--- config.mk ---
export PLATFORM = sky130hd
export DESIGN_NAME = class_hvec_store_flat
export DESIGN_NICKNAME = d
export VERILOG_FILES = /design/src/rtl/class_hvec_store_if.sv /design/src/rtl/class_hvec_store.sv /design/src/flat_wrapper.sv
export SDC_FILE = /design/constraint.sdc
export NUM_CORES = 1
export LEC_CHECK = 0
export BUFFER_PORTS_ARGS = -buffer_cell sky130_fd_sc_hd__buf_2
export CORE_ASPECT_RATIO = 1.5
export CORE_MARGIN = 5
export CORE_UTILIZATION = 62
export CTS_BUF_LIST = sky130_fd_sc_hd__clkbuf_16
export DETAILED_ROUTE_END_ITERATION = 12
export GPL_ROUTABILITY_DRIVEN = 0
export PLACE_DENSITY = 0.8
export SYNTH_ARGS = -nofsm -noshare
export SYNTH_HDL_FRONTEND = slang
export SYNTH_SLANG_ARGS = --single-unit
export TNS_END_PERCENT = 1
--- constraint.sdc ---
create_clock -name clk -period 7.35 [get_ports clk]
set_input_delay 1.47 -clock clk [delete_from_list [all_inputs] [get_ports clk]]
set_output_delay 1.47 -clock clk [all_outputs]
set_load 0.01 [all_outputs]
--- src/rtl/class_hvec_store_if.sv ---
// Command, write-frame and read-frame channels of the class hypervector store.
// slave = store side, master = loader / similarity-stage side.
interface class_hvec_store_if #(
    parameter int NUM_CLASSES = 8,
    parameter int FRAME_W     = 64,
    parameter int NUM_FRAMES  = 3
);
    localparam int CLS_W = $clog2(NUM_CLASSES);
    localparam int IDX_W = (NUM_FRAMES > 1) ? $clog2(NUM_FRAMES) : 1;

    logic                   cmd_valid;
    logic                   cmd_ready;
    logic                   cmd_wr;
    logic [CLS_W-1:0]       cmd_class;
    logic                   clr;
    logic                   in_valid;
    logic                   in_ready;
    logic [FRAME_W-1:0]     in_data;
    logic                   out_valid;
    logic                   out_ready;
    logic [FRAME_W-1:0]     out_data;
    logic [CLS_W-1:0]       out_class;
    logic [IDX_W-1:0]       out_index;
    logic                   out_last;
    logic                   err;
    logic [NUM_CLASSES-1:0] loaded;

    modport slave (
        input  cmd_valid, cmd_wr, cmd_class, clr, in_valid, in_data, out_ready,
        output cmd_ready, in_ready, out_valid, out_data, out_class, out_index,
               out_last, err, loaded
    );

    modport master (
        output cmd_valid, cmd_wr, cmd_class, clr, in_valid, in_data, out_ready,
        input  cmd_ready, in_ready, out_valid, out_data, out_class, out_index,
               out_last, err, loaded
    );
endinterface

--- src/rtl/class_hvec_store.sv ---
// Run-time loadable class hypervector store: one command loads or streams a whole class vector.
// Read: frame 0 one cycle after command acceptance, then one frame/cycle; outputs hold while out_ready=0.
module class_hvec_store #(
    parameter int NUM_CLASSES = 8,
    parameter int FRAME_W     = 64,
    parameter int NUM_FRAMES  = 3
) (
    input  logic               clk,
    input  logic               rst_n,
    class_hvec_store_if.slave  bus
);
    localparam int CLS_W = $clog2(NUM_CLASSES);
    localparam int IDX_W = (NUM_FRAMES > 1) ? $clog2(NUM_FRAMES) : 1;
    localparam int DEPTH = NUM_CLASSES * NUM_FRAMES;
    localparam int AW    = $clog2(DEPTH);
    localparam logic [IDX_W-1:0] LAST_IDX = IDX_W'(NUM_FRAMES - 1);

    typedef enum logic [1:0] {S_IDLE, S_WR, S_RD} state_t;

    state_t                 r_state;
    state_t                 w_next;
    logic [FRAME_W-1:0]     r_mem [DEPTH];
    logic [CLS_W-1:0]       r_cls;
    logic [IDX_W-1:0]       r_cnt;
    logic [NUM_CLASSES-1:0] r_loaded;
    logic                   r_err;
    logic                   r_out_vld;
    logic                   r_out_last;
    logic [FRAME_W-1:0]     r_out_dat;
    logic [IDX_W-1:0]       r_out_idx;
    logic [CLS_W-1:0]       r_out_cls;

    logic                   w_cmd_fire;
    logic                   w_cmd_legal;
    logic                   w_wr_fire;
    logic                   w_wr_last;
    logic                   w_rd_fire;
    logic                   w_rd_load;
    logic [IDX_W-1:0]       w_rd_idx;
    logic [AW-1:0]          w_rd_addr;
    logic [AW-1:0]          w_wr_addr;

    assign w_cmd_fire  = bus.cmd_valid && (r_state == S_IDLE);
    assign w_cmd_legal = {1'b0, bus.cmd_class} < (CLS_W+1)'(NUM_CLASSES);
    assign w_wr_fire   = (r_state == S_WR) && bus.in_valid;
    assign w_wr_last   = w_wr_fire && (r_cnt == LAST_IDX);
    assign w_rd_fire   = r_out_vld && bus.out_ready;

    // The output register is primed once on RD entry, then refilled on every non-final fire.
    assign w_rd_load   = (r_state == S_RD) && (!r_out_vld || (w_rd_fire && !r_out_last));
    assign w_rd_idx    = r_out_vld ? r_out_idx + 1'b1 : '0;
    assign w_rd_addr   = AW'(r_cls) * AW'(NUM_FRAMES) + AW'(w_rd_idx);
    assign w_wr_addr   = AW'(r_cls) * AW'(NUM_FRAMES) + AW'(r_cnt);

    always_comb begin
        w_next = r_state;
        case (r_state)
            S_IDLE: if (w_cmd_fire && w_cmd_legal) w_next = bus.cmd_wr ? S_WR : S_RD;
            S_WR:   if (w_wr_last) w_next = S_IDLE;
            S_RD:   if (w_rd_fire && r_out_last) w_next = S_IDLE;
            default: w_next = S_IDLE;
        endcase
    end

    always_ff @(posedge clk or negedge rst_n) begin
        if (!rst_n) begin
            r_state    <= S_IDLE;
            r_cls      <= '0;
            r_cnt      <= '0;
            r_loaded   <= '0;
            r_err      <= 1'b0;
            r_out_vld  <= 1'b0;
            r_out_last <= 1'b0;
            r_out_dat  <= '0;
            r_out_idx  <= '0;
            r_out_cls  <= '0;
        end else begin
            r_state <= w_next;
            r_err   <= w_cmd_fire && !w_cmd_legal;

            if (w_cmd_fire && w_cmd_legal) begin
                r_cls <= bus.cmd_class;
                r_cnt <= '0;
            end else if (w_wr_fire) begin
                r_cnt <= w_wr_last ? '0 : r_cnt + 1'b1;
            end

            // clr beats a simultaneous final write
            if (bus.clr)        r_loaded <= '0;
            else if (w_wr_last) r_loaded[r_cls] <= 1'b1;

            if (w_rd_load) begin
                r_out_vld  <= 1'b1;
                r_out_dat  <= r_loaded[r_cls] ? r_mem[w_rd_addr] : '0;
                r_out_idx  <= w_rd_idx;
                r_out_cls  <= r_cls;
                r_out_last <= (w_rd_idx == LAST_IDX);
            end else if (w_rd_fire) begin
                r_out_vld  <= 1'b0;
                r_out_last <= 1'b0;
            end
        end
    end

    // Vector storage deliberately has no reset; the loaded flags gate stale contents.
    always_ff @(posedge clk) begin
        if (w_wr_fire) r_mem[w_wr_addr] <= bus.in_data;
    end

    assign bus.cmd_ready = (r_state == S_IDLE);
    assign bus.in_ready  = (r_state == S_WR);
    assign bus.out_valid = r_out_vld;
    assign bus.out_data  = r_out_dat;
    assign bus.out_class = r_out_cls;
    assign bus.out_index = r_out_idx;
    assign bus.out_last  = r_out_last;
    assign bus.err       = r_err;
    assign bus.loaded    = r_loaded;
endmodule
--- src/flat_wrapper.sv ---
// flat-port wrapper written by rule: the top's interface ports become plain ports
module class_hvec_store_flat 
#(
    parameter int NUM_CLASSES = 8,
    parameter int FRAME_W     = 64,
    parameter int NUM_FRAMES  = 3
)
  (clk, rst_n, bus_cmd_valid, bus_cmd_wr, bus_cmd_class, bus_clr, bus_in_valid, bus_in_data, bus_out_ready, bus_cmd_ready, bus_in_ready, bus_out_valid, bus_out_data, bus_out_class, bus_out_index, bus_out_last, bus_err, bus_loaded);
  class_hvec_store_if #(.NUM_CLASSES(NUM_CLASSES), .FRAME_W(FRAME_W), .NUM_FRAMES(NUM_FRAMES)) bus_i ();
  input  logic clk;
  input  logic rst_n;
  input wire logic [$bits(bus_i.cmd_valid)-1:0] bus_cmd_valid;
  input wire logic [$bits(bus_i.cmd_wr)-1:0] bus_cmd_wr;
  input wire logic [$bits(bus_i.cmd_class)-1:0] bus_cmd_class;
  input wire logic [$bits(bus_i.clr)-1:0] bus_clr;
  input wire logic [$bits(bus_i.in_valid)-1:0] bus_in_valid;
  input wire logic [$bits(bus_i.in_data)-1:0] bus_in_data;
  input wire logic [$bits(bus_i.out_ready)-1:0] bus_out_ready;
  output wire logic [$bits(bus_i.cmd_ready)-1:0] bus_cmd_ready;
  output wire logic [$bits(bus_i.in_ready)-1:0] bus_in_ready;
  output wire logic [$bits(bus_i.out_valid)-1:0] bus_out_valid;
  output wire logic [$bits(bus_i.out_data)-1:0] bus_out_data;
  output wire logic [$bits(bus_i.out_class)-1:0] bus_out_class;
  output wire logic [$bits(bus_i.out_index)-1:0] bus_out_index;
  output wire logic [$bits(bus_i.out_last)-1:0] bus_out_last;
  output wire logic [$bits(bus_i.err)-1:0] bus_err;
  output wire logic [$bits(bus_i.loaded)-1:0] bus_loaded;
  assign bus_i.cmd_valid = bus_cmd_valid;
  assign bus_i.cmd_wr = bus_cmd_wr;
  assign bus_i.cmd_class = bus_cmd_class;
  assign bus_i.clr = bus_clr;
  assign bus_i.in_valid = bus_in_valid;
  assign bus_i.in_data = bus_in_data;
  assign bus_i.out_ready = bus_out_ready;
  assign bus_cmd_ready = bus_i.cmd_ready;
  assign bus_in_ready = bus_i.in_ready;
  assign bus_out_valid = bus_i.out_valid;
  assign bus_out_data = bus_i.out_data;
  assign bus_out_class = bus_i.out_class;
  assign bus_out_index = bus_i.out_index;
  assign bus_out_last = bus_i.out_last;
  assign bus_err = bus_i.err;
  assign bus_loaded = bus_i.loaded;
  class_hvec_store #(.NUM_CLASSES(NUM_CLASSES), .FRAME_W(FRAME_W), .NUM_FRAMES(NUM_FRAMES)) u_core (.clk(clk), .rst_n(rst_n), .bus(bus_i));
endmodule
==> summary.txt <==
vias after detailed routing -> 30.49k
Die Y -> 397.6 µm
Iter 0 DRT Violations -> 4,313
worst skew pair latency -> 0.77 ns
reg2reg start -> u_core.r_cls[0]
reg-to-reg endpoint -> u_core.r_mem[3][13]
relative slew slack -> 9.219%
post_cts resized -> 0
Layout Skew -> 0.03001 ns
ys async rst share -> 5.302%
Pins Over Slew Limit -> 0
CTS tree -> yes
number of synthesized flops with an enable pin -> 1,536
Yosys cell types -> 39
residual DRC count -> 0
Core Rows -> 142
Final min period -> 4.703 ns
initial antenna violation count -> 13
Reg area -> 48,280 µm²
HP Class -> reg2reg
max_cap viols -> 0
share of the synthesized area in the top cell type -> 74.27%
cell accounting for the most synthesized area -> edfxtp_1
number of setup buffers added after CTS -> 0
number of global-route vias before repair -> 31.76k
Fillers -> 5,476
Final Hold Vio Count -> 0
flop-to-flop setup slack -> 2.65 ns
period utilisation layout -> 63.98%
hold_buf cts -> 0
Avg Inst Size Synth -> 23.17 µm²
Critical Path Start Type -> flop
Final nets -> 2,978
Pre-antenna DRT Iters -> 6
clock sinks -> 1,622
Root Driver -> clkbuf_16
Num CTS Buffers -> 139
crit path kind -> reg2reg
leading cell type by number of instances after synthesis -> edfxtp_1
Main synth FF type -> edfxtp_1
Area contributors post-synth -> edfxtp_1 (74%), mux4_2 (14%), dfrtp_1 (3.5%)
hold endpoint -> u_core.bus.out_class[0]
Clk pin slew, worst setup/hold paths -> 0.07 ns
first-pass GRT wire length -> 224,100 µm
# H-tree levels -> 4
register area share after synthesis -> 77.73%
area of the multi-input gates -> 13,220 µm²
Via-to-Cell Ratio -> 7.080
Detailed Route WL -> 155,300 µm
crit path max fanout -> 37
Starting Density -> 62.31%
die width -> 268.4 µm
CP arrival -> 5.09 ns
Tot GR Track Use -> 29.54%
Core Area -> 99,670 µm²
Hold Crit Depth -> 2
Final setup violation count -> 0
Port Buffers -> 154
synthesized net count -> 2,767
die area -> 106,700 µm²
unrepaired setup endpoints after global routing -> no
Max Clk Rate -> 0.2126 GHz
I/O pin total -> 156
total grt overflow -> 0
detail-routed net length per standard cell -> 36.06 µm
HPWL after detailed placement -> 81,730 µm
Reg2Reg Depth -> 9
TNS Setup -> 0 ns
Worst EP required -> 7.73 ns
largest net degree at the start of global routing -> 136
CTS max path bufs -> 3
hold_sp -> u_core.bus.out_class[0]
top post-synthesis cells by count -> edfxtp_1 (1,536), mux4_2 (386), mux2i_1 (193), dfrtp_1 (86), nand2_1 (83)
layout cells sized above 1 -> 28.33%
Syn-to-layout area delta -> 11.10%
worst slew pin tran -> 1.358 ns
#FFs+latches synth -> 1,622
Post-Syn Area -> 62,110 µm²
Cells after Synth -> 2,680
Warnings, synthesis -> 0
Worst Setup End Kind -> flop
outcome -> finished, final reports clean
final antenna-violating net count -> 0
-- final cells by class --
class                   count  share of cell area, %
diodes                      6                0.02176
clock buffers             147                  5.331
clock inverters           107                  1.244
inverters                  11                0.05984
multi-input cells         908                  19.16
flip-flops and latches   1622                  69.97
well taps                1296                  2.350
repair buffers            209                  1.864
-- placed cells by master (no fill, tap or decap), types with 25 or more instances in the layout --
cell	count
buf_2	153
buf_4	48
clkbuf_16	147
clkinv_1	25
clkinv_2	25
dfrtp_1	86
edfxtp_1	1536
inv_1	39
mux2_1	44
mux2i_1	193
mux4_2	386
nand2_1	82
o221ai_1	64
-- metrics by stage --
step                      utilization [%]  setup WS (ns)  std cells  hold WS (ns)  instance area [µm²]
final                               69.23          2.647       4306        0.4806                69000
after global routing                69.21          2.474       4300        0.4933                68980
after CTS                           69.21          2.725       4300        0.4910                68980
after detailed placement            64.66          2.781       4046        0.4753                64450
after global placement              64.66          2.836       4046        0.4714                64450
after floorplan                         -          2.097       2680        0.5026                62110
-- flip-flops by register name (all words and copies together) (netlist names) --
signal                count
u_core.bus.out_index      2
u_core.bus.loaded         8
u_core.r_state            2
u_core.r_cnt              2
u_core.bus.out_last       1
u_core.bus.out_data      64
u_core.r_cls              3
u_core.bus.out_valid      1
u_core.bus.out_class      3
u_core.r_mem           1536
-- logic make-up after synthesis --
kind of cell / share of synthesized area [%]
XOR/XNOR: 0.1672
buffers and inverters: 1.364
other: 0.006038
AO/OA/AOI/OAI: 1.177
multiplexers: 18.29
AND/OR/NAND/NOR: 0.9710
adder cells (fa/ha/maj): 0.2982
flip-flops: 77.73
-- worst max-delay path by stage --
| stage | from | end |
|---|---|---|
| after floorplan | u_core.r_cls[1] | u_core.r_mem[21][0] |
| after global placement | u_core.r_cls[0] | u_core.r_mem[1][15] |
| after detailed placement | u_core.r_cls[0] | u_core.r_mem[3][13] |
| after CTS | u_core.r_cls[0] | u_core.r_mem[3][6] |
| after global routing | u_core.r_cls[0] | u_core.r_mem[0][6] |
| final | u_core.r_cls[0] | u_core.r_mem[3][13] |
-- metal layers --
metal,global-route usage (%),wire [µm]
met1,38.20,52160
met3,6.890,15350
met4,13.05,8330
met2,48.82,79380
met5,0,70
-- critical path, stage by stage, from the launching register on --
cell and delay [ns]:
dfrtp_1 0.51, ha_1 0.24, inv_1 0.06, fa_1 0.41, xnor2_2 0.40, xnor2_1 0.20, o31ai_1 0.39, nand2b_1 0.33
nor2_4 1.00, buf_4 0.67
Power is not shown: default switching activity piles up to over one toggle a cycle in this logic, so the estimate is an artifact.
